`src/rtl/tensorcore_result_drain_pkg.sv`:
```
// Shared tile types for the tensor core result path.
// A tile is D[row][col] of raw FP16 bit patterns. The patterns are stored and moved, never interpreted.
package tc_pkg;

    localparam int FP16_W    = 16;
    localparam int TILE_ROWS = 4;
    localparam int TILE_COLS = 4;

    typedef logic [15:0] fp16_t;
    typedef fp16_t tile_row_t [TILE_COLS];
    typedef tile_row_t tile_t [TILE_ROWS];

    // Column 0 goes in the least significant bits.
    function automatic logic [TILE_COLS*FP16_W-1:0] pack_row(input tile_row_t row);
        logic [TILE_COLS*FP16_W-1:0] v;
        v = '0;
        for (int c = 0; c < TILE_COLS; c++) begin
            v[c*FP16_W +: FP16_W] = row[c];
        end
        return v;
    endfunction

endpackage

```
`src/rtl/tensorcore_result_drain_tile_fifo.sv`:
```
// Tile FIFO with DEPTH slots. Each slot holds one whole tile, and any row of any slot can be read.
// Full and empty come from the occupancy count, so pointer equality is never used to decide them.
module tc_tile_fifo
    import tc_pkg::*;
#(
    parameter  int DEPTH = 4,
    localparam int PW    = $clog2(DEPTH),
    localparam int CW    = PW + 1,
    localparam int RW    = $clog2(TILE_ROWS)
) (
    input  logic                                        clk,
    input  logic                                        rst_n,
    input  logic                                        i_push,
    input  logic [TILE_ROWS-1:0][TILE_COLS-1:0][FP16_W-1:0] i_wr_tile,
    input  logic                                        i_pop,
    input  logic [PW-1:0]                               i_rd_slot,
    input  logic [RW-1:0]                               i_rd_row,
    output logic [TILE_COLS*FP16_W-1:0]                 o_rd_data,
    output logic [PW-1:0]                               o_wr_ptr,
    output logic [PW-1:0]                               o_rd_ptr,
    output logic [CW-1:0]                               o_count,
    output logic                                        o_full,
    output logic                                        o_empty
);
    tile_t         r_mem [DEPTH];
    logic [PW-1:0] r_wr_ptr;
    logic [PW-1:0] r_rd_ptr;
    logic [CW-1:0] r_count;

    // Storage is not reset; a slot is only read after it has been written.
    always_ff @(posedge clk) begin
        if (i_push) begin
            for (int r = 0; r < TILE_ROWS; r++) begin
                for (int c = 0; c < TILE_COLS; c++) begin
                    r_mem[r_wr_ptr][r][c] <= i_wr_tile[r][c];
                end
            end
        end
    end

    always_ff @(posedge clk or negedge rst_n) begin
        if (!rst_n) begin
            r_wr_ptr <= '0;
            r_rd_ptr <= '0;
            r_count  <= '0;
        end else begin
            if (i_push) r_wr_ptr <= r_wr_ptr + PW'(1);
            if (i_pop)  r_rd_ptr <= r_rd_ptr + PW'(1);
            case ({i_push, i_pop})
                2'b10:   r_count <= r_count + CW'(1);
                2'b01:   r_count <= r_count - CW'(1);
                default: r_count <= r_count;
            endcase
        end
    end

    assign o_rd_data = pack_row(r_mem[i_rd_slot][i_rd_row]);
    assign o_wr_ptr  = r_wr_ptr;
    assign o_rd_ptr  = r_rd_ptr;
    assign o_count   = r_count;
    assign o_full    = (r_count == CW'(DEPTH));
    assign o_empty   = (r_count == '0);

endmodule

```
`src/rtl/tensorcore_result_drain.sv`:
```
// Drains 4x4 FP16 result tiles from the tensor core. Tiles are streamed out one row per beat,
// free-slot credits go to the issue logic, and any tile dropped while the buffer is full is flagged.
module tensorcore_result_drain
    import tc_pkg::*;
#(
    parameter int DEPTH = 4,
    parameter int ROWS  = 4,
    parameter int COLS  = 4,
    parameter int FPW   = 16
) (
    input  logic                               clk,
    input  logic                               rst_n,
    input  logic                               tc_valid,
    input  logic [ROWS-1:0][COLS-1:0][FPW-1:0] tc_d,
    output logic                               m_valid,
    input  logic                               m_ready,
    output logic [COLS*FPW-1:0]                m_data,
    output logic [1:0]                         m_row,
    output logic                               m_last,
    output logic [$clog2(DEPTH):0]             free_slots,
    output logic                               overflow,
    input  logic                               clr_ovf
);
    localparam int PW = $clog2(DEPTH);
    localparam int CW = PW + 1;

    logic [PW-1:0]       w_wr_ptr;
    logic [PW-1:0]       w_rd_ptr;
    logic [PW-1:0]       w_rd_ptr_nxt;
    logic [CW-1:0]       w_count;
    logic [CW-1:0]       w_count_nxt;
    logic                w_full;
    logic                w_empty;
    logic                w_xfer;
    logic                w_pop;
    logic                w_accept;
    logic                w_push;
    logic                w_drop;
    logic                w_bypass;
    logic [1:0]          w_row_nxt;
    logic [COLS*FPW-1:0] w_rd_data;
    logic [COLS*FPW-1:0] w_data_nxt;

    logic [1:0]          r_row_cnt;
    logic                r_m_valid;
    logic                r_m_last;
    logic [COLS*FPW-1:0] r_m_data;
    logic [CW-1:0]       r_free;
    logic                r_ovf;

    assign w_xfer   = r_m_valid && m_ready;
    assign w_pop    = w_xfer && !w_empty && (r_row_cnt == 2'(ROWS - 1));
    assign w_accept = !w_full || w_pop;
    assign w_push   = tc_valid && w_accept;
    assign w_drop   = tc_valid && !w_accept;

    assign w_row_nxt    = w_pop ? 2'd0 : (w_xfer ? r_row_cnt + 2'd1 : r_row_cnt);
    assign w_rd_ptr_nxt = w_pop ? w_rd_ptr + PW'(1) : w_rd_ptr;

    always_comb begin
        w_count_nxt = w_count;
        if (w_push && !w_pop)      w_count_nxt = w_count + CW'(1);
        else if (!w_push && w_pop) w_count_nxt = w_count - CW'(1);
    end

    tc_tile_fifo #(.DEPTH(DEPTH)) u_fifo (
        .clk       (clk),
        .rst_n     (rst_n),
        .i_push    (w_push),
        .i_wr_tile (tc_d),
        .i_pop     (w_pop),
        .i_rd_slot (w_rd_ptr_nxt),
        .i_rd_row  (w_row_nxt),
        .o_rd_data (w_rd_data),
        .o_wr_ptr  (w_wr_ptr),
        .o_rd_ptr  (w_rd_ptr),
        .o_count   (w_count),
        .o_full    (w_full),
        .o_empty   (w_empty)
    );

    // The output registers load the next head row. If that row is the tile being captured on this
    // same edge, the FIFO has not stored it yet, so it is taken straight from tc_d.
    assign w_bypass   = w_push && (w_wr_ptr == w_rd_ptr_nxt);
    assign w_data_nxt = w_bypass ? tc_d[w_row_nxt] : w_rd_data;

    always_ff @(posedge clk or negedge rst_n) begin
        if (!rst_n) begin
            r_row_cnt <= '0;
            r_m_valid <= 1'b0;
            r_m_last  <= 1'b0;
            r_m_data  <= '0;
            r_free    <= CW'(DEPTH);
            r_ovf     <= 1'b0;
        end else begin
            r_row_cnt <= w_row_nxt;
            r_m_valid <= (w_count_nxt != '0);
            r_m_last  <= (w_row_nxt == 2'(ROWS - 1));
            r_m_data  <= w_data_nxt;
            r_free    <= CW'(DEPTH) - w_count_nxt;
            if (w_drop)       r_ovf <= 1'b1;
            else if (clr_ovf) r_ovf <= 1'b0;
        end
    end

    assign m_valid    = r_m_valid;
    assign m_data     = r_m_data;
    assign m_row      = r_row_cnt;
    assign m_last     = r_m_last;
    assign free_slots = r_free;
    assign overflow   = r_ovf;

endmodule

```
`config.mk`:
```
export PLATFORM = sky130hd
export DESIGN_NAME = tensorcore_result_drain
export DESIGN_NICKNAME = d
export VERILOG_FILES = /design/src/rtl/tensorcore_result_drain_pkg.sv /design/src/rtl/tensorcore_result_drain_tile_fifo.sv /design/src/rtl/tensorcore_result_drain.sv
export SDC_FILE = /design/constraint.sdc
export NUM_CORES = 1
export LEC_CHECK = 0
export ABC_AREA = 1
export CORE_MARGIN = 4
export CORE_UTILIZATION = 35
export CTS_BUF_LIST = sky130_fd_sc_hd__clkbuf_2
export CTS_CLUSTER_DIAMETER = 100
export DETAILED_ROUTE_END_ITERATION = 7
export MAX_ROUTING_LAYER = met4
export PLACE_DENSITY_LB_ADDON = 0.1
export SKIP_LAST_GASP = 1
export SLEW_MARGIN = 10
export SYNTH_ARGS = -nofsm -noshare
export SYNTH_HDL_FRONTEND = slang
export SYNTH_SLANG_ARGS = --single-unit
```
`constraint.sdc`:
```
create_clock -name clk -period 39.3 [get_ports clk]
set_input_delay 3.93 -clock clk [delete_from_list [all_inputs] [get_ports clk]]
set_output_delay 3.93 -clock clk [all_outputs]
set_load 0.01 [all_outputs]
```
==> results by group <==
Clock tree
  – # H-tree levels: 5
  – Post-CTS Hold Buffers: 0
  – Num Clock Sinks: about 1100
  – CTS root buf: clkbuf_2
  – Clock Latency Late Sink: about 1600 ps
  – Clock buffer count from CTS: 324
  – Post CTS Setup Buffer Count: 0
  – CTS tree: yes
  – Register clock-pin slew on the reported worst setup and hold paths: 80 ps
  – Clock Path Buffers: 4
  – Post-CTS sizing: 0

Timing
  – Fin. max-slew vios: 0
  – Final Setup Violations: 0
  – Fin Hold WS: around 540 ps
  – RSZ-0062 raised after global routing: no
  – Crit path time final: approximately 7700 ps
  – Fin Setup TNS: 0 ps
  – Crit share post-route: roughly a fifth
  – Worst slew pin tran: 1120 ps
  – Clock skew: between 100 and 150 ps
  – Fin. Hold Viols: 0
  – Achievable Freq: approximately 130 MHz
  – Rel. slew slack: between 20% and 30%

Finish
  – Share of cells above drive strength 1: a little over a tenth
  – Syn-to-layout area delta: 15.8%
  – Post-layout nets: around 5500

Setup path
  – Setup crit start kind: input pin
  – Crit Path Class: input pin to flip-flop
  – FF-to-FF setup slack: roughly 34000 ps
  – Reg2reg start: u_fifo.o_count[0]$_DFFE_PN0P_
  – CP Capture Type: flip-flop
  – Reg2reg path depth: 15
  – Critical Path RT: ~40000 ps
  – Worst EP arrival: slightly above 9000 ps
  – Critical path fanouts, max: 123
  – Worst reg2reg endpoint: m_data[29]$_DFF_PN0_

Power and ir drop
  – Peak VDD IR: around 82 uV
  – Seq pwr share: 36.3%
  – Pleak: around 0.024 uW
  – Clock power frac: 18.7%
  – Pint: approximately 2500 uW
  – Cell Pwr Density: between 70 and 80 nW/um^2
  – Combinational power share: roughly 45%
  – Design Power: ~4500 uW
  – Switching share of power: ~44%
  – Net Switching: ~2000 uW

Yosys
  – YS warnings: 0
  – Post-synthesis area per instance: slightly above 10 sq um
  – Syn nets: around 5000
  – Top_reg_cell synth: edfxtp_1
  – Synth async-reset ratio: 7.16%
  – Sequential fraction of the synthesis area: 66.2%
  – Mapped cell area: between 40000 and 50000 sq um
  – Yosys top cell area share: 62.2%
  – Top-count cell post-synth: edfxtp_1
  – Synth cell types: 32
  – Flops & latches, synth: approximately 1100
  – Synth top area cells: edfxtp_1 62%, nand3_1 9.0%, nand2_1 6.9%
  – Most common library cells after synthesis: 1024 x edfxtp_1, 908 x nand2_1, 884 x nand3_1
  – Area leader, netlist: edfxtp_1
  – Cells after Synth: 4823
  – Post-synth EDFFs: 1024

Detailed routing
  – DR iter-0 viols: ~2400
  – Post-route ant nets: 0
  – DR vias/cell: roughly 4.8
  – Routed wire length: about 150 mm
  – Drt pass-1 iters: 6
  – Remaining DRCs: 0
  – Routed length per instance: about 20 um
  – Via count: 35700

Placement
  – Gp weighted congestion: about 0.76
  – Hpwl dp: slightly below 80 mm
  – Port buffer count: around 330

Global route
  – Largest net degree at the start of global routing: 150
  – Global Route Usage Sum: 20.6%
  – Vias in the first global route: roughly 35000
  – Initial antenna violation count: 41
  – Global-route wire length before repair: 222 mm
  – Final global-route overflow total: 0

Worst hold path
  – WHS Endpoint: overflow$_DFFE_PN0P_
  – Worst min-delay path startpoint: overflow$_DFFE_PN0P_
  – Hold Path Cell Cnt: 2
  – HP Class: flip-flop to flip-flop

Die
  – Die area: 147000 sq um
  – Chip height: 384 um
  – Core ar.: around 140000 sq um
  – Row count: around 140
  – Effective utilization at floorplan: between 30 and 40%
  – Top-level I/O count: 333
  – Die X: ~380 um

Run status
  – Status: complete, no violations

Job
  – MaxCap Viol Count: 0
## power groups by stage
stage	Combinational, uW	Clock [uW]	Sequential [uW]
6_report	2020	841	1630
5_1_grt	2270	946	1650
4_1_cts	2060	881	1630
3_5_place_dp	2050	0	1660
3_3_place_gp	2050	0	1660
2_1_floorplan	1310	0	1760
## placed cells by master, fill, tap and decap left out, drive strengths merged, types with 3 or more instances in the layout
cell type      netlist  routed
clkinv               1      65
ha                  12      12
buf                178      54
clkdlybuf4s50        0     331
o211ai              17      17
edfxtp            1024    1024
diode                0      39
a22oi               46      46
o21ai              117     117
nand3b             209     209
nor2               440     440
nand2              914     914
clkbuf             125     499
nand3              885     885
inv                727     731
dfrtp               78      78
nand4                3       3
a21oi               38      38
## kinds of logic after synthesis
| group | after synthesis | synth area share, % |
|---|---|---|
| compound gates | 220 | 2.55 |
| xor+xnor | 3 | 0.0532 |
| fa+ha+maj | 12 | 0.304 |
| buf+inv | 1031 | 8.28 |
| flops | 1103 | 66.2 |
| simple gates | 2454 | 22.6 |
## registers in the layout (all words and copies together) (netlist names)
signal and cells:
m_data 64, m_row 2, overflow 1, free_slots 3, u_fifo.o_wr_ptr 2, m_last 1, u_fifo.o_rd_ptr 2, u_fifo.o_count 3
m_valid 1, u_fifo.r_mem 1024
## stage by stage
stage	instance area (sq um)	worst slack, ps	cells	utilization, %
floorplan	49400	23410	4823	-
global placement	54300	30110	6781	38.8
detailed placement	54300	30040	6781	38.8
CTS	57100	31890	7350	40.8
global route	57200	31380	7385	40.9
finish	57200	31580	7389	40.9
## critical path: stages
cell,delay [ps]
clkdlybuf4s50_1,470
nand2_2,110
nor2_8,150
nand3_4,600
buf_4,660
nand2_8,690
buf_4,800
buf_4,790
nand2_1,110
nand3_1,110
nand2_1,80
nand2_1,60
nand3_1,80
nor2_1,130
nor2_1,50
## layout make-up
| type | count | area (sq um) |
|---|---|---|
| Fill cell | 14000 | 82600 |
| Sequential cell | 1103 | 32700 |
| Multi-Input combinational cell | 2689 | 12700 |
| Timing Repair Buffer | 385 | 3780 |
| Inverter | 728 | 2740 |
| Clock buffer | 499 | 2500 |
| Tap cell | 1876 | 2350 |
| Clock inverter | 70 | 322 |
| Antenna cell | 39 | 97.6 |
## per-layer routing
metal  vias up  wire length (um)  global-route usage, %
met5         -                 0                      -
met2       996             69400                   31.7
met3       276              9320                   5.17
met1     17300             67100                   26.6
met4         0              3620                   7.10
li1      17100                 -                      -
## worst max path at each step
stage	start	endpoint	slack, ps	cells after the start
detailed placement	m_ready	m_data[56]$_DFF_PN0_	30040	15
finish	m_ready	m_data[29]$_DFF_PN0_	31580	15
global route	m_ready	m_data[33]$_DFF_PN0_	31380	15
floorplan	m_ready	u_fifo.r_mem[0][0]$_DFFE_PP_	23410	4
CTS	m_ready	m_data[51]$_DFF_PN0_	31890	15
global placement	m_ready	m_data[56]$_DFF_PN0_	30110	15
Note: power is estimated with default switching activity, not from simulation.
